===== src/rtl/core_axil_bridge_if.sv =====
// rtl/core_axil_bridge_if.sv - core memory port and AXI4-Lite master signal bundle
interface core_axil_bridge_if #(
   parameter int ADDR_W = 32,
   parameter int DATA_W = 32
);
   logic                  mem_valid;
   logic                  mem_instr;
   logic                  mem_ready;
   logic [ADDR_W-1:0]     mem_addr;
   logic [DATA_W-1:0]     mem_wdata;
   logic [DATA_W/8-1:0]   mem_wstrb;
   logic [DATA_W-1:0]     mem_rdata;
   logic                  mem_err;

   logic [ADDR_W-1:0]     m_axi_awaddr;
   logic                  m_axi_awvalid;
   logic                  m_axi_awready;
   logic [DATA_W-1:0]     m_axi_wdata;
   logic [DATA_W/8-1:0]   m_axi_wstrb;
   logic                  m_axi_wvalid;
   logic                  m_axi_wready;
   logic [1:0]            m_axi_bresp;
   logic                  m_axi_bvalid;
   logic                  m_axi_bready;
   logic [ADDR_W-1:0]     m_axi_araddr;
   logic                  m_axi_arvalid;
   logic                  m_axi_arready;
   logic [DATA_W-1:0]     m_axi_rdata;
   logic [1:0]            m_axi_rresp;
   logic                  m_axi_rvalid;
   logic                  m_axi_rready;

   // Bridge side: serves the core, masters the AXI-Lite bus.
   modport master (
      input  mem_valid, mem_instr, mem_addr, mem_wdata, mem_wstrb,
      output mem_ready, mem_rdata, mem_err,
      output m_axi_awaddr, m_axi_awvalid, input m_axi_awready,
      output m_axi_wdata, m_axi_wstrb, m_axi_wvalid, input m_axi_wready,
      input  m_axi_bresp, m_axi_bvalid, output m_axi_bready,
      output m_axi_araddr, m_axi_arvalid, input m_axi_arready,
      input  m_axi_rdata, m_axi_rresp, m_axi_rvalid, output m_axi_rready
   );

   // Environment side: the core plus the AXI-Lite slave.
   modport slave (
      output mem_valid, mem_instr, mem_addr, mem_wdata, mem_wstrb,
      input  mem_ready, mem_rdata, mem_err,
      input  m_axi_awaddr, m_axi_awvalid, output m_axi_awready,
      input  m_axi_wdata, m_axi_wstrb, m_axi_wvalid, output m_axi_wready,
      output m_axi_bresp, m_axi_bvalid, input m_axi_bready,
      input  m_axi_araddr, m_axi_arvalid, output m_axi_arready,
      output m_axi_rdata, m_axi_rresp, m_axi_rvalid, input m_axi_rready
   );
endinterface


===== src/rtl/core_axil_bridge.sv =====
// rtl/core_axil_bridge.sv - core memory port to AXI4-Lite master bridge with bus timeout
module core_axil_bridge #(
   parameter int ADDR_W  = 32,
   parameter int DATA_W  = 32,
   parameter int TIMEOUT = 1023
) (
   input  logic                clk,
   input  logic                resetn,
   core_axil_bridge_if.master  bus
);
   localparam int STRB_W = DATA_W / 8;
   localparam int CNT_W  = (TIMEOUT < 2) ? 1 : $clog2(TIMEOUT + 1);
   localparam int TO_LAST = (TIMEOUT == 0) ? 0 : TIMEOUT - 1;

   typedef enum logic [2:0] {
      S_IDLE, S_WR, S_WR_RESP, S_RD_ADDR, S_RD_DATA, S_DONE
   } state_t;

   state_t              state_q, state_d;
   logic [ADDR_W-1:0]   addr_q, addr_d;
   logic [DATA_W-1:0]   wdata_q, wdata_d;
   logic [STRB_W-1:0]   wstrb_q, wstrb_d;
   logic [DATA_W-1:0]   rdata_q, rdata_d;
   logic                err_q, err_d;
   logic [CNT_W-1:0]    cnt_q, cnt_d;
   logic                awvalid_q, awvalid_d;
   logic                wvalid_q, wvalid_d;
   logic                bready_q, bready_d;
   logic                arvalid_q, arvalid_d;
   logic                rready_q, rready_d;
   logic                mem_ready_q, mem_ready_d;
   logic                mem_err_q, mem_err_d;
   logic [DATA_W-1:0]   mem_rdata_q, mem_rdata_d;

   logic                timed_out;
   logic                abort;
   logic                aw_pending;
   logic                w_pending;

   // Handshake on the same edge wins over the timeout.
   assign timed_out  = (TIMEOUT != 0) && (cnt_q == CNT_W'(TO_LAST));
   assign aw_pending = awvalid_q && !bus.m_axi_awready;
   assign w_pending  = wvalid_q && !bus.m_axi_wready;

   always_comb begin
      state_d     = state_q;
      addr_d      = addr_q;
      wdata_d     = wdata_q;
      wstrb_d     = wstrb_q;
      rdata_d     = rdata_q;
      err_d       = err_q;
      cnt_d       = cnt_q;
      awvalid_d   = awvalid_q;
      wvalid_d    = wvalid_q;
      bready_d    = bready_q;
      arvalid_d   = arvalid_q;
      rready_d    = rready_q;
      mem_ready_d = 1'b0;
      mem_err_d   = 1'b0;
      mem_rdata_d = '0;
      abort       = 1'b0;

      case (state_q)
         S_IDLE: begin
            if (bus.mem_valid && !mem_ready_q) begin
               addr_d  = bus.mem_addr;
               wdata_d = bus.mem_wdata;
               wstrb_d = bus.mem_wstrb;
               rdata_d = '0;
               err_d   = 1'b0;
               cnt_d   = '0;
               if (|bus.mem_wstrb) begin
                  state_d   = S_WR;
                  awvalid_d = 1'b1;
                  wvalid_d  = 1'b1;
               end else begin
                  state_d   = S_RD_ADDR;
                  arvalid_d = 1'b1;
               end
            end
         end
         S_WR: begin
            cnt_d = cnt_q + 1'b1;
            if (!aw_pending && !w_pending) begin
               awvalid_d = 1'b0;
               wvalid_d  = 1'b0;
               bready_d  = 1'b1;
               state_d   = S_WR_RESP;
            end else if (timed_out) begin
               abort = 1'b1;
            end else begin
               awvalid_d = aw_pending;
               wvalid_d  = w_pending;
            end
         end
         S_WR_RESP: begin
            cnt_d = cnt_q + 1'b1;
            if (bus.m_axi_bvalid) begin
               bready_d = 1'b0;
               err_d    = bus.m_axi_bresp[1];
               state_d  = S_DONE;
            end else if (timed_out) begin
               abort = 1'b1;
            end
         end
         S_RD_ADDR: begin
            cnt_d = cnt_q + 1'b1;
            if (bus.m_axi_arready) begin
               arvalid_d = 1'b0;
               rready_d  = 1'b1;
               state_d   = S_RD_DATA;
            end else if (timed_out) begin
               abort = 1'b1;
            end
         end
         S_RD_DATA: begin
            cnt_d = cnt_q + 1'b1;
            if (bus.m_axi_rvalid) begin
               rdata_d  = bus.m_axi_rdata;
               err_d    = bus.m_axi_rresp[1];
               rready_d = 1'b0;
               state_d  = S_DONE;
            end else if (timed_out) begin
               abort = 1'b1;
            end
         end
         S_DONE: begin
            mem_ready_d = 1'b1;
            mem_err_d   = err_q;
            mem_rdata_d = rdata_q;
            state_d     = S_IDLE;
         end
         default: state_d = S_IDLE;
      endcase

      if (abort) begin
         awvalid_d = 1'b0;
         wvalid_d  = 1'b0;
         bready_d  = 1'b0;
         arvalid_d = 1'b0;
         rready_d  = 1'b0;
         err_d     = 1'b1;
         rdata_d   = '1;
         state_d   = S_DONE;
      end
   end

   always_ff @(posedge clk or negedge resetn) begin
      if (!resetn) begin
         state_q     <= S_IDLE;
         addr_q      <= '0;
         wdata_q     <= '0;
         wstrb_q     <= '0;
         rdata_q     <= '0;
         err_q       <= 1'b0;
         cnt_q       <= '0;
         awvalid_q   <= 1'b0;
         wvalid_q    <= 1'b0;
         bready_q    <= 1'b0;
         arvalid_q   <= 1'b0;
         rready_q    <= 1'b0;
         mem_ready_q <= 1'b0;
         mem_err_q   <= 1'b0;
         mem_rdata_q <= '0;
      end else begin
         state_q     <= state_d;
         addr_q      <= addr_d;
         wdata_q     <= wdata_d;
         wstrb_q     <= wstrb_d;
         rdata_q     <= rdata_d;
         err_q       <= err_d;
         cnt_q       <= cnt_d;
         awvalid_q   <= awvalid_d;
         wvalid_q    <= wvalid_d;
         bready_q    <= bready_d;
         arvalid_q   <= arvalid_d;
         rready_q    <= rready_d;
         mem_ready_q <= mem_ready_d;
         mem_err_q   <= mem_err_d;
         mem_rdata_q <= mem_rdata_d;
      end
   end

   assign bus.mem_ready     = mem_ready_q;
   assign bus.mem_err       = mem_err_q;
   assign bus.mem_rdata     = mem_rdata_q;
   assign bus.m_axi_awaddr  = addr_q;
   assign bus.m_axi_awvalid = awvalid_q;
   assign bus.m_axi_wdata   = wdata_q;
   assign bus.m_axi_wstrb   = wstrb_q;
   assign bus.m_axi_wvalid  = wvalid_q;
   assign bus.m_axi_bready  = bready_q;
   assign bus.m_axi_araddr  = addr_q;
   assign bus.m_axi_arvalid = arvalid_q;
   assign bus.m_axi_rready  = rready_q;
endmodule


===== src/flat_wrapper.sv =====
// flat-port wrapper written by rule: the top's interface ports become plain ports
module core_axil_bridge_flat 
#(
   parameter int ADDR_W  = 32,
   parameter int DATA_W  = 32,
   parameter int TIMEOUT = 1023
)
  (clk, resetn, bus_mem_valid, bus_mem_instr, bus_mem_addr, bus_mem_wdata, bus_mem_wstrb, bus_mem_ready, bus_mem_rdata, bus_mem_err, bus_m_axi_awaddr, bus_m_axi_awvalid, bus_m_axi_awready, bus_m_axi_wdata, bus_m_axi_wstrb, bus_m_axi_wvalid, bus_m_axi_wready, bus_m_axi_bresp, bus_m_axi_bvalid, bus_m_axi_bready, bus_m_axi_araddr, bus_m_axi_arvalid, bus_m_axi_arready, bus_m_axi_rdata, bus_m_axi_rresp, bus_m_axi_rvalid, bus_m_axi_rready);
  core_axil_bridge_if #(.ADDR_W(ADDR_W), .DATA_W(DATA_W)) bus_i ();
  input  logic clk;
  input  logic resetn;
  input wire logic [$bits(bus_i.mem_valid)-1:0] bus_mem_valid;
  input wire logic [$bits(bus_i.mem_instr)-1:0] bus_mem_instr;
  input wire logic [$bits(bus_i.mem_addr)-1:0] bus_mem_addr;
  input wire logic [$bits(bus_i.mem_wdata)-1:0] bus_mem_wdata;
  input wire logic [$bits(bus_i.mem_wstrb)-1:0] bus_mem_wstrb;
  output wire logic [$bits(bus_i.mem_ready)-1:0] bus_mem_ready;
  output wire logic [$bits(bus_i.mem_rdata)-1:0] bus_mem_rdata;
  output wire logic [$bits(bus_i.mem_err)-1:0] bus_mem_err;
  output wire logic [$bits(bus_i.m_axi_awaddr)-1:0] bus_m_axi_awaddr;
  output wire logic [$bits(bus_i.m_axi_awvalid)-1:0] bus_m_axi_awvalid;
  input wire logic [$bits(bus_i.m_axi_awready)-1:0] bus_m_axi_awready;
  output wire logic [$bits(bus_i.m_axi_wdata)-1:0] bus_m_axi_wdata;
  output wire logic [$bits(bus_i.m_axi_wstrb)-1:0] bus_m_axi_wstrb;
  output wire logic [$bits(bus_i.m_axi_wvalid)-1:0] bus_m_axi_wvalid;
  input wire logic [$bits(bus_i.m_axi_wready)-1:0] bus_m_axi_wready;
  input wire logic [$bits(bus_i.m_axi_bresp)-1:0] bus_m_axi_bresp;
  input wire logic [$bits(bus_i.m_axi_bvalid)-1:0] bus_m_axi_bvalid;
  output wire logic [$bits(bus_i.m_axi_bready)-1:0] bus_m_axi_bready;
  output wire logic [$bits(bus_i.m_axi_araddr)-1:0] bus_m_axi_araddr;
  output wire logic [$bits(bus_i.m_axi_arvalid)-1:0] bus_m_axi_arvalid;
  input wire logic [$bits(bus_i.m_axi_arready)-1:0] bus_m_axi_arready;
  input wire logic [$bits(bus_i.m_axi_rdata)-1:0] bus_m_axi_rdata;
  input wire logic [$bits(bus_i.m_axi_rresp)-1:0] bus_m_axi_rresp;
  input wire logic [$bits(bus_i.m_axi_rvalid)-1:0] bus_m_axi_rvalid;
  output wire logic [$bits(bus_i.m_axi_rready)-1:0] bus_m_axi_rready;
  assign bus_i.mem_valid = bus_mem_valid;
  assign bus_i.mem_instr = bus_mem_instr;
  assign bus_i.mem_addr = bus_mem_addr;
  assign bus_i.mem_wdata = bus_mem_wdata;
  assign bus_i.mem_wstrb = bus_mem_wstrb;
  assign bus_mem_ready = bus_i.mem_ready;
  assign bus_mem_rdata = bus_i.mem_rdata;
  assign bus_mem_err = bus_i.mem_err;
  assign bus_m_axi_awaddr = bus_i.m_axi_awaddr;
  assign bus_m_axi_awvalid = bus_i.m_axi_awvalid;
  assign bus_i.m_axi_awready = bus_m_axi_awready;
  assign bus_m_axi_wdata = bus_i.m_axi_wdata;
  assign bus_m_axi_wstrb = bus_i.m_axi_wstrb;
  assign bus_m_axi_wvalid = bus_i.m_axi_wvalid;
  assign bus_i.m_axi_wready = bus_m_axi_wready;
  assign bus_i.m_axi_bresp = bus_m_axi_bresp;
  assign bus_i.m_axi_bvalid = bus_m_axi_bvalid;
  assign bus_m_axi_bready = bus_i.m_axi_bready;
  assign bus_m_axi_araddr = bus_i.m_axi_araddr;
  assign bus_m_axi_arvalid = bus_i.m_axi_arvalid;
  assign bus_i.m_axi_arready = bus_m_axi_arready;
  assign bus_i.m_axi_rdata = bus_m_axi_rdata;
  assign bus_i.m_axi_rresp = bus_m_axi_rresp;
  assign bus_i.m_axi_rvalid = bus_m_axi_rvalid;
  assign bus_m_axi_rready = bus_i.m_axi_rready;
  core_axil_bridge #(.ADDR_W(ADDR_W), .DATA_W(DATA_W), .TIMEOUT(TIMEOUT)) u_core (.clk(clk), .resetn(resetn), .bus(bus_i));
endmodule

===== config.mk =====
export PLATFORM = sky130hd
export DESIGN_NAME = core_axil_bridge_flat
export DESIGN_NICKNAME = d
export VERILOG_FILES = /design/src/rtl/core_axil_bridge_if.sv /design/src/rtl/core_axil_bridge.sv /design/src/flat_wrapper.sv
export SDC_FILE = /design/constraint.sdc
export NUM_CORES = 1
export LEC_CHECK = 0
export ABC_CLOCK_PERIOD_IN_PS = 2200
export BUFFER_PORTS_ARGS = -buffer_cell sky130_fd_sc_hd__buf_2
export CORE_UTILIZATION = 49
export DETAILED_ROUTE_END_ITERATION = 16
export PLACE_DENSITY = 0.8
export SLEW_MARGIN = 20
export SYNTH_ARGS = -nofsm -noshare
export SYNTH_HDL_FRONTEND = slang
export SYNTH_SLANG_ARGS = --single-unit

===== constraint.sdc =====
create_clock -name clk -period 2.2 [get_ports clk]
set_input_delay 0.22 -clock clk [delete_from_list [all_inputs] [get_ports clk]]
set_output_delay 0.22 -clock clk [all_outputs]
set_load 0.01 [all_outputs]

**After elaboration in Yosys (flattened, before gate mapping)**

Index checks and enable logic that the tools add are counted.

- Register bits after elaboration: 153
- Input port bits: 113

- Add/subtract/negate cells: 1
- Equality and inequality tests: 15
- Mux-type cells: 51
- Reduce and logical (&&, ||, !) cells: 28

Operator list:

| kind | count |
|---|---|
| $mux W32 | 4 |
| $pmux W32 S2 | 1 |
| $mux W1 | 29 |
| $pmux W10 S2 | 1 |
| $mux W3 | 6 |
| $pmux W3 S5 | 1 |
| $reduce_bool A3 Y1 | 5 |
| $ne A3 B2 Y1 const B | 4 |
| $reduce_and A4 Y1 | 3 |
| $add A10 B1 Y10 const B | 1 |
| $eq A10 B10 Y1 const B | 1 |
| $mux W10 | 1 |
| $pmux W1 S2 | 5 |
| $ne A3 B1 Y1 const B | 3 |
| $reduce_and A3 Y1 | 3 |
| $reduce_or A4 Y1 | 2 |
| $eq A3 B2 Y1 const B | 2 |
| $eq A3 B3 Y1 const B | 2 |
| $logic_not A1 Y1 | 5 |
| $reduce_and A5 Y1 | 1 |
| $logic_and A1 B1 Y1 | 4 |
| $ne A4 B4 Y1 const B | 1 |
| $pmux W1 S4 | 1 |
| $reduce_and A2 Y1 | 2 |
| 7 further kinds | 7 |

**Logic depth before layout (Yosys ltp)**

Gate-level depths: netlist of run 1.

- Word-level depth: 8
- Mapped depth: 8

**Worst setup path before layout of run 1**

No wires, ideal clock.

- Path kind: reg-to-reg
- Start: register u_core.state_q[2]
- End: register u_core.err_q
- Setup time: 0.120 ns
- Data arrival time: 1.565 ns
- Path slack: 0.514 ns
- Cell stages (with the launch flop): 6
- Buffers on the path: 1
- Cell sequence: dfrtp_1 -> buf_6 -> or3b_2 -> a21o_1 -> a311o_1 -> o211a_1

- Word-level cells in the longest chain between the ends: 4

Ends and longest elaborated chain:

| item | line | source |
|---|---|---|
| start: declaration | core_axil_bridge.sv:19 | `state_t state_q, state_d;` |
| start signal: assignment | core_axil_bridge.sv:166 | `state_q <= state_d;` |
| $eq A3 B3 Y1 (tied with other cells) | core_axil_bridge.sv:63 | `case (state_q)` |
| $pmux W1 S4 | core_axil_bridge.sv:63 |  |
| $ne A3 B2 Y1 (no line) (tied with other cells) | n/a |  |
| $reduce_and A4 Y1 (no line) | n/a |  |
| end signal: assignment | core_axil_bridge.sv:171 | `err_q <= err_d;` |
| end: declaration | core_axil_bridge.sv:24 | `logic err_q, err_d;` |

Several ways; a longest one is shown, not always the timed one.
A chain may end at the register's enable or synchronous reset.

**Worst setup path after layout of run 1**

- Start: register u_core.state_q[2]
- End: register u_core.wdata_q[26], in the netlist u_core.bus.m_axi_wdata[26]

- Word-level cells in the longest chain between the ends: 2

Ends and longest elaborated chain:

| item | line | source |
|---|---|---|
| $logic_not A3 Y1 | core_axil_bridge.sv:63 |  |
| $reduce_and A2 Y1 (no line) | n/a |  |
| end signal: assignment | core_axil_bridge.sv:168 | `wdata_q <= wdata_d;` |
| end: declaration | core_axil_bridge.sv:21 | `logic [DATA_W-1:0] wdata_q, wdata_d;` |

No other way between the ends.

==> key figures, run 1 <==
Outcome
  – Status: finished clean

Global routing
  – Largest net degree at the start of global routing: between 60 and 70
  – Vias in the first global route: 5,540
  – Global-route wire length before repair: 27,400 microns
  – GRT Util Overall: between 20% and 30%
  – Antenna violations before repair: 2
  – Global route total overflow: 0

STA
  – Final Critical Period: 1.99 ns
  – Worst Max-Slew Pin Slew: 0.774 ns
  – Slew Viols, Final: 0
  – RSZ-0062 raised after global routing: false
  – Maximum clock frequency: roughly 500 MHz
  – Setup tns final: 0 ns
  – Setup Viol. Count Final: 0
  – Fin Hold WS: 0.0120 ns
  – Setup ws final: 0.207 ns
  – Hold Vio Cnt, Final: 0
  – Final Cycle Share: about nine tenths
  – Clock Skews: 0.00766 ns
  – Slew Limit Headroom: 48.4%

Critical path
  – WP data arrival: 2.35 ns
  – Startpoint types: flip-flop
  – CP Capture Type: flip-flop
  – Crit Path Max Fanout: 32
  – RR Startpoint: u_core.state_q[2]
  – Critical-path top delay cell: dfrtp_1
  – Data required, critical path: 2.56 ns
  – Max incr delay on CP: between 0.5 and 0.6 ns
  – Crit path cell chain: nor3b_1, and2_2, buf_4, nand2_1, nand2_1
  – Kind of critical path: reg2reg
  – Register-to-register setup slack: 0.21 ns
  – Reg2reg end: u_core.bus.m_axi_wdata[26]
  – Critical path's most frequent cell: nand2_1
  – R2R cell count: 5

Route
  – Iteration count of the initial detailed-routing pass: 5
  – Post-route ant nets: 0
  – Wire length per cell after detailed routing: 15.8 microns
  – Final WL: 17,900 microns
  – DRC viols: 0
  – Vias per inst: 5.12
  – Vias: 5,820
  – Iteration-0 DRC Markers: approximately 490

Clocking
  – CTS tree: built
  – Clock Root Buffer: clkbuf_16
  – Post-cts sizing count: 0
  – Total CTS buffers: 17
  – # H-tree levels: 4
  – Post-CTS Setup Inserts: 0
  – Clk buf depth: 2
  – Hold Buf Count CTS: 63
  – # clock sinks: 153
  – Clock transition at path regs: 0.06 ns
  – Clk Latency, worst-skew pair: roughly 0.42 ns

Synth
  – Number of distinct library cells after synthesis: 46
  – Synthesis-stage register bit count: 153
  – Sequential share of the synthesized area: a little under 60%
  – Synth Cell Area: between 6000 and 7000 sq um
  – Top post-synthesis cells by area: dfrtp_1 59%, nand2_1 14%, buf_4 3.8%
  – Most used DFF post-synth: dfrtp_1
  – Mapped Avg Cell Area: 9.53 sq um
  – Async S/R FF share, synth: 100%
  – Commonest cells in the synthesized netlist: 245 x nand2_1, 153 x dfrtp_1, 37 x nand3_1
  – Post-synth top area share: 59.4%
  – Synth area leader: dfrtp_1
  – Syn_nets: 791
  – Post-synth EDFFs: 0
  – Ys Warns: 0
  – Most common cell in the netlist: nand2_1
  – Synthesized instance count: 676

Floorplan
  – Die area: 13,600 sq um
  – Die width: roughly 120 microns
  – Initial core utilization: a little over 50%
  – Die H: about 120 microns
  – Core Box Area: 12,700 sq um
  – I/O pin cnt: 252
  – Rows: a little over 40

Placed design
  – Post-DP HPWL: 10,900 microns
  – Pre-CTS setup slack: 0.216 ns
  – DP Cell Count: 1,039
  – Port Buf Inserts: approximately 250
  – GP Congestion: 0.814

Min path
  – Hold EP: u_core.bus.m_axi_wdata[25]
  – Hold path start: bus_mem_wdata[25]
  – Hold depth: 3
  – Hold Crit Class: in2reg

Layout
  – Multi-input logic area: 2180 sq um
  – Post-route insts no fill: 1,136
  – Share of post-route cells with drive strength above 1: 31.9%
  – Register Area: around 3800 sq um
  – Nets: around 1,100
  – Fillcell total: approximately 950
  – P&R area growth vs syn: 39.6%

Power and ir drop
  – Leakage power: 4.94 nW
  – Cell Pwr Density: 1350 nW/um^2
  – Peak supply drop: just over 0.6 mV

Run
  – Max Cap Viol: 0
-- how the worst max path moves through the flow --
| stage | from | to | slack (ns) | depth (start not counted) |
|---|---|---|---|---|
| 5_1_grt | u_core.state_q[2] | u_core.rdata_q[12] | 0.09 | 5 |
| 3_5_place_dp | u_core.state_q[2] | u_core.state_q[1] | 0.22 | 4 |
| 3_3_place_gp | u_core.state_q[2] | u_core.rdata_q[13] | 0.27 | 5 |
| 2_1_floorplan | u_core.state_q[2] | u_core.err_q | 0.51 | 5 |
| 6_report | u_core.state_q[2] | u_core.bus.m_axi_wdata[26] | 0.21 | 5 |
| 4_1_cts | u_core.state_q[2] | u_core.state_q[1] | 0.22 | 4 |
-- power by group --
group / leakage [nW] / total [mW] / switching (mW) / internal [mW]
combinational: 2.62 / 4.33 / 2.62 / 1.71
sequential: 1.99 / 4.56 / 0.687 / 3.87
clock: 0.327 / 3.25 / 1.12 / 2.14
total: 4.94 / 12.1 / 4.42 / 7.72
-- stage by stage --
stage | instance area [sq um] | util [%] | total power, mW
detailed placement | 7690 | 60.4 | 8.71
global placement | 7690 | 60.4 | 8.57
CTS | 8990 | 70.7 | 12.1
finish | 9000 | 70.7 | 12.1
global route | 9000 | 70.7 | 13.0
floorplan | 6440 | - | 7.29
-- worst max-delay path: cells and delay by family (launching register included) --
kind / cells / cell delay, ns
buffers and inverters: 1 / 0.34
flip-flops: 1 / 0.57
AND/OR/NAND/NOR: 4 / 1.02
-- flip-flops by register name (all words and copies together) (netlist names), 3 cells and up --
name	cells
u_core.bus.m_axi_wdata	32
u_core.rdata_q	32
u_core.cnt_q	10
u_core.bus.mem_rdata	32
u_core.bus.m_axi_wstrb	4
u_core.bus.m_axi_araddr	32
u_core.state_q	3
-- cell families (layout without fill, tap and decap cells) --
kind of cell | Yosys count | in the layout | synth area share (%)
other | 0 | 2 | 0
DFF | 153 | 153 | 59.4
buffers and inverters | 82 | 368 | 7.13
and+or+nand+nor | 389 | 389 | 27.8
AOI/OAI and AO/OA | 48 | 48 | 4.97
xor gates and xnor gates | 1 | 1 | 0.136
adders and majority gates | 2 | 2 | 0.388
muxes | 1 | 1 | 0.155
-- layer usage --
| layer | track usage [%] | share of wire, % |
|---|---|---|
| met2 | 46.2 | 51 |
| met5 | 0 | 0 |
| met3 | 8.56 | 6.7 |
| met4 | 15.9 | 4.4 |
| met1 | 29.8 | 38 |
-- cells in the final DEF (no fill, tap or decap), types with 2 or more instances in the layout --
master           n
a21oi_1         16
a221oi_1         2
and2_1          34
buf_12           5
buf_2          247
buf_4           12
bufinv_16        5
clkbuf_16       17
clkbuf_8         4
clkinv_4         3
dfrtp_1        153
diode_2          2
dlygate4sd3_1   63
ha_1             2
inv_1            8
nand2_1        244
nand2b_1         6
nand3_1         37
nand4_1         35
nor2_1           3
nor2_2           2
nor2b_1          4
nor3_1           2
nor4_1           2
o21a_1           3
o21ai_0          6
o31ai_1          8
or3_1            4
or4_1            7
-- layout make-up --
| type | count | area share [%] |
|---|---|---|
| flip-flops and latches | 153 | 42.6 |
| inverters | 8 | 0.334 |
| diodes | 2 | 0.0556 |
| multi-input cells | 441 | 24.2 |
| repair buffers | 328 | 23.0 |
| clock buffers | 22 | 5.38 |
| well taps | 172 | 2.39 |
| clock inverters | 10 | 2.10 |
Power figures use the tool's default switching activity.
==> inputs of run 2 (changes only) <==
--- a/config.mk
+++ b/config.mk
@@ -5,11 +5,14 @@
 export SDC_FILE = /design/constraint.sdc
 export NUM_CORES = 1
 export LEC_CHECK = 0
+export ABC_AREA = 1
 export ABC_CLOCK_PERIOD_IN_PS = 2200
 export BUFFER_PORTS_ARGS = -buffer_cell sky130_fd_sc_hd__buf_2
+export CORE_ASPECT_RATIO = 1.1
 export CORE_UTILIZATION = 49
 export DETAILED_ROUTE_END_ITERATION = 16
 export PLACE_DENSITY = 0.8
+export REMOVE_ABC_BUFFERS = 1
 export SLEW_MARGIN = 20
 export SYNTH_ARGS = -nofsm -noshare
 export SYNTH_HDL_FRONTEND = slang
==> run 2 against run 1 <==
  * Fmax increased by 0.52%
  * Largest cell class unchanged
  * Critical path type unchanged
  * Largest power group unchanged
  * Routed wire length fell by 15%
  * Sequential cell count stayed put
  * Clock-buffer cell count decreased by 3
==> key figures, run 2 <==
Global routing
  – GRT Util Overall: 22.1%
  – Antenna violations before repair: 4
  – Global-route wire length before repair: around 24,000 microns
  – Largest net degree at the start of global routing: 60
  – Vias in the first global route: 4,938
  – Global route total overflow: 0

Synth
  – Synthesis-stage register bit count: 153
  – Top post-synthesis cells by area: dfrtp_1 58%, mux2_2 11%, nand2_1 9.6%
  – Synth Cell Area: 6640 sq um
  – Synth area leader: dfrtp_1
  – Most common cell in the netlist: nand2_1
  – Most used DFF post-synth: dfrtp_1
  – Number of distinct library cells after synthesis: 33
  – Ys Warns: 0
  – Sequential share of the synthesized area: 57.7%
  – Commonest cells in the synthesized netlist: 169 x nand2_1, 153 x dfrtp_1, 64 x mux2_2
  – Mapped Avg Cell Area: 10.0 sq um
  – Async S/R FF share, synth: 100%
  – Synthesized instance count: 662
  – Post-synth top area share: between 50% and 60%
  – Post-synth EDFFs: 0

Critical path
  – Crit. path cell count: 9
  – Kind of critical path: reg2reg
  – Crit Path Max Fanout: 10
  – Startpoint types: flip-flop
  – R2R cell count: 9
  – CP delay by family, top: flip-flops
  – Critical-path top delay cell: dfrtp_1
  – WP data arrival: 2.28 ns
  – Data required, critical path: 2.50 ns
  – Crit path buffers/inverters: 3
  – CP Capture Type: flip-flop
  – Max incr delay on CP: 0.55 ns
  – Crit path cell chain: nor2_1, nand3b_1, nand2_1, o21ai_4, buf_4, buf_4, nand3b_1, o21ai_0, inv_1

Run
  – Max Cap Viol: 0

Power and ir drop
  – Leakage power: around 4.7 nW
  – Peak supply drop: slightly above 0.7 mV
  – Cell Pwr Density: 1340 nW/um^2
  – Tot Pwr: 11.3 mW

STA
  – Worst Max-Slew Pin Slew: 0.472 ns
  – Final Critical Period: 1.98 ns
  – Hold Vio Cnt, Final: 0
  – Clock Skews: 0.0107 ns
  – Setup tns final: 0 ns
  – RSZ-0062 raised after global routing: false
  – Slew Limit Headroom: 68.5%
  – Final Cycle Share: 90.1%
  – Setup Viol. Count Final: 0
  – Slew Viols, Final: 0
  – Maximum clock frequency: between 500 and 600 MHz
  – Setup ws final: 0.217 ns
  – Fin Hold WS: 0.0434 ns

Layout
  – Commonest non-fill, non-tap cells in the layout: 247 x buf_2, 169 x nand2_1, 152 x dfrtp_1, 64 x mux2_2, 61 x inv_1
  – Commonest non-fill, non-tap cell in the layout: buf_2
  – P&R area growth vs syn: 27.7%
  – Nets: 1,003
  – Share of post-route cells with drive strength above 1: between 40% and 50%
  – Post-route insts no fill: 1,065

Clocking
  – Clk Latency, worst-skew pair: 0.40 ns
  – Clk buf depth: 2
  – Clock Root Buffer: clkbuf_16
  – Total CTS buffers: 17
  – # H-tree levels: 4
  – # clock sinks: 153
  – CTS tree: built
  – Clock transition at path regs: 0.07 ns

Route
  – DRC viols: 0
  – Final WL: 15,100 microns
  – Vias: 5,268
  – Wire length per cell after detailed routing: 14.2 microns
  – Post-route ant nets: 0
  – Iteration-0 DRC Markers: 279
  – Iteration count of the initial detailed-routing pass: 5
  – Vias per inst: 4.95

Floorplan
  – Rows: 44
  – Core Box Area: 13,200 sq um
  – I/O pin cnt: ~250
  – Die area: around 14,000 sq um
  – Die H: 124 microns
  – Initial core utilization: approximately half
  – Die width: between 100 and 150 microns

Min path
  – Hold Crit Class: in2reg
  – Hold depth: 2

Placed design
  – Port Buf Inserts: 248
  – GP Congestion: 0.840
  – DP Cell Count: 1,024
  – Pre-CTS setup slack: 0.152 ns
  – Post-DP HPWL: 10,800 microns

Outcome
  – Status: finished clean
## run 2: cell count changes after synthesis, moves of 14 or more
cell,previous run,this run
and2_1,35,0
clkbuf_1,22,8
inv_1,8,61
mux2_2,0,64
nand2_1,245,169
nand3_1,37,12
nor2_1,5,50
## run 2: path summary, 6_finish.rpt
check,start,end,slack [ns]
max,u_core.state_q[2],u_core.state_q[0],0.22
min,bus_mem_wdata[6],u_core.bus.m_axi_wdata[6],0.04
max reg2reg,u_core.state_q[2],u_core.state_q[0],0.22
min reg2reg,u_core.rdata_q[13],u_core.rdata_q[13],0.48
max in group asynchronous,resetn,u_core.bus.m_axi_wdata[23],1.21
min in group asynchronous,resetn,u_core.cnt_q[1],0.30
## run 2: power breakdown
group	switching [mW]	internal [mW]	total [mW]
clock network	1.19	1.50	2.69
registers	0.605	3.80	4.40
logic	2.37	1.88	4.25
total	4.17	7.18	11.3
## run 2: cell families (layout without fill, tap and decap cells)
| logic type | count (synthesis) | after routing | synth area share (%) |
|---|---|---|---|
| xor gates and xnor gates | 1 | 1 | 0.132 |
| and+or+nand+nor | 281 | 281 | 18.3 |
| AOI/OAI and AO/OA | 31 | 31 | 2.77 |
| other | 0 | 3 | 0 |
| DFF | 153 | 153 | 57.7 |
| adders and majority gates | 2 | 2 | 0.377 |
| buffers and inverters | 130 | 369 | 9.88 |
| muxes | 64 | 64 | 10.9 |
## run 2: through the flow
stage	area, sq um	utilization, %
3_3_place_gp	7870	59.6
3_5_place_dp	7870	59.6
6_report	8480	64.2
5_1_grt	8470	64.1
4_1_cts	8430	63.8
2_1_floorplan	6230	-
## run 2: layout make-up
class                           count  area (sq um)
Antenna cell                        3          7.51
Clock buffer                       19           443
Clock inverter                     13           110
Fill cell                        1053          4730
Inverter                           66           248
Multi-Input combinational cell    379          2170
Sequential cell                   153          3830
Tap cell                          161           201
Timing Repair Buffer              271          1470
## run 2: per-layer routing
metal,vias to the layer above,track usage (%),part of all wire (%),routed length [microns]
met5,-,0,0.086,13
met4,2,9.05,1.4,209
met3,17,5.64,6.7,1020
met2,203,39.9,53,8090
met1,2493,25.3,38,5800
li1,2553,-,-,-
## run 2: what timing repair did
item	4_1_cts	5_1_grt
hold endpoints to repair	47	0
setup endpoints to repair	0	32
hold buffers	1	0
resized for setup	0	1
setup buffers	0	5
==> inputs of run 3 (changes only) <==
--- a/config.mk
+++ b/config.mk
@@ -6,12 +6,13 @@
 export NUM_CORES = 1
 export LEC_CHECK = 0
 export ABC_AREA = 1
-export ABC_CLOCK_PERIOD_IN_PS = 2200
+export ABC_CLOCK_PERIOD_IN_PS = 2400
 export BUFFER_PORTS_ARGS = -buffer_cell sky130_fd_sc_hd__buf_2
 export CORE_ASPECT_RATIO = 1.1
-export CORE_UTILIZATION = 49
+export CORE_UTILIZATION = 53
 export DETAILED_ROUTE_END_ITERATION = 16
-export PLACE_DENSITY = 0.8
+export PLACE_DENSITY = 0.95
+export RECOVER_POWER = 100
 export REMOVE_ABC_BUFFERS = 1
 export SLEW_MARGIN = 20
 export SYNTH_ARGS = -nofsm -noshare
==> constraint.sdc (replaced) <==
create_clock -name clk -period 2.4 [get_ports clk]
set_input_delay 0.24 -clock clk [delete_from_list [all_inputs] [get_ports clk]]
set_output_delay 0.24 -clock clk [all_outputs]
set_load 0.01 [all_outputs]
==> run 3 against run 2 <==
  * The run now ends with capacitance limit, slew limit left
  * Worst hold slack improved by 0.0032 ns
  * Largest power group unchanged
  * Design area shrank 2.7%
  * Final cell count down 1.5%
==> key figures, run 3 (synthesis results as in run 2) <==
Outcome
  – Status: complete, but fails checks
  – Failing checks: capacitance limit, slew limit

Clocking
  – # clock sinks: 153
  – Total CTS buffers: 17
  – Clock transition at path regs: 0.06 ns
  – # H-tree levels: 4
  – Clk buf depth: 2
  – Clk Latency, worst-skew pair: between 0.4 and 0.5 ns
  – Post-CTS Setup Inserts: 0
  – Clock Root Buffer: clkbuf_16
  – CTS tree: built

STA
  – Slew Viols, Final: 61
  – Hold Vio Cnt, Final: 0
  – Setup tns final: 0 ns
  – Slew Limit Headroom: -4.96%
  – Worst Max-Slew Pin Slew: 1.57 ns
  – Fin Hold WS: between 0.04 and 0.05 ns
  – Maximum clock frequency: 454 MHz
  – Final Cycle Share: 91.8%
  – RSZ-0062 raised after global routing: false
  – Final Critical Period: 2.20 ns
  – Clock Skews: roughly 0.017 ns
  – Setup Viol. Count Final: 0

Floorplan
  – Initial core utilization: 54.7%
  – Rows: 42
  – Die width: 109 microns
  – I/O pin cnt: around 250
  – Core Box Area: ~12,000 sq um
  – Die H: 119 microns
  – Die area: 13,000 sq um

Layout
  – P&R area growth vs syn: 24.2%
  – Share of post-route cells with drive strength above 1: 25.3%
  – Commonest non-fill, non-tap cell in the layout: nand2_1
  – Nets: 993
  – Util after Layout: 67.9%
  – Fin area: 8250 sq um
  – Post-route insts no fill: roughly 1,000
  – Commonest non-fill, non-tap cells in the layout: 169 x nand2_1, 153 x dfrtp_1, 143 x clkbuf_1, 108 x buf_2, 62 x mux2_2

Critical path
  – Crit Path Max Fanout: 79
  – R2R cell count: 4
  – Kind of critical path: reg2reg
  – Data required, critical path: between 2 and 3 ns
  – CP Capture Type: flip-flop
  – Startpoint types: flip-flop
  – WP data arrival: 2.50 ns

Route
  – Wire length per cell after detailed routing: ~15 microns
  – Iteration-0 DRC Markers: 349
  – Post-route ant nets: 0
  – Vias per inst: 5.00
  – DRC viols: 0
  – Final WL: 16,000 microns
  – Vias: 5,243
  – Iteration count of the initial detailed-routing pass: 4

Power and ir drop
  – Seq pwr share: 38.9%
  – Switch share: 36.5%
  – Power Internal: approximately 6.7 mW
  – Leakage power: 4.20 nW
  – Psw: between 3 and 4 mW
  – Cell Pwr Density: 1280 nW/um^2
  – Peak supply drop: 0.730 mV
  – Combinational Power Share: ~34%
  – Clock network fraction of design power: a little over a quarter

Run
  – Max Cap Viol: 1

Placed design
  – Port Buf Inserts: 248
  – Area post-placement: 7800 sq um
  – DP Cell Count: 1,012
  – GP Congestion: 0.813
  – Post-DP HPWL: roughly 11,000 microns

Min path
  – Hold depth: 2
  – Hold Crit Class: in2reg

Global routing
  – Largest net degree at the start of global routing: 80
  – Vias in the first global route: 5,194
  – Global route total overflow: 0
  – Antenna violations before repair: 4
  – GRT Util Overall: about a quarter
  – Global-route wire length before repair: 25,400 microns
-- run 3: what timing repair did --
item / 4_1_cts / 5_1_grt
hold buffers: 1 / 0
endpoints found under the hold margin: 60 / 0
resized for setup: 0 / 0
-- run 3: critical path: stages, from the launching register on --
cell and delay (ns):
dfrtp_1 0.55, inv_2 0.10, nand3_1 0.13, clkbuf_4 0.77, mux2_2 0.43
-- run 3: metrics by stage --
step | worst slack (ns) | power, mW
floorplan | -1.02 | 6.31
global placement | 0.360 | 7.78
detailed placement | 0.304 | 8.00
CTS | 0.271 | 10.9
global route | 0.00138 | 11.3
finish | 0.196 | 10.6
-- run 3: cell type report --
type                       count  area (sq um)
sequential                   153          3830
multi-input combinational    379          2150
antenna                        4          10.0
timing repair buffer         261          1180
fill                         981          3890
inverter                      66           248
tap                          154           193
clock inverter                11           168
clock buffer                  21           460
-- run 3: final timing paths --
kind / start / to / slack [ns]
worst max-delay path: u_core.state_q[2] / u_core.bus.m_axi_araddr[14] / 0.20
worst min-delay path: bus_mem_wdata[28] / u_core.bus.m_axi_wdata[28] / 0.05
max in group asynchronous: resetn / u_core.bus.m_axi_wdata[22] / 0.69
worst min register to register: u_core.rdata_q[21] / u_core.rdata_q[21] / 0.48
worst max register to register: u_core.state_q[2] / u_core.bus.m_axi_araddr[14] / 0.20
min in group asynchronous: resetn / u_core.bus.mem_ready / 0.74
-- run 3: power groups by stage --
stage	logic, mW	clock network (mW)	registers, mW
5_1_grt	4.05	2.97	4.24
2_1_floorplan	1.82	0	4.49
3_3_place_gp	3.75	0	4.02
3_5_place_dp	3.90	0	4.09
4_1_cts	3.93	2.86	4.07
6_report	3.63	2.83	4.10
-- run 3: routing by layer --
metal	vias to the layer above	global-route usage, %	part of all wire (%)
li1	2515	-	-
met1	2471	28.7	37
met2	220	46.6	54
met3	37	6.57	6.1
met4	0	11.9	2.6
met5	-	0	0
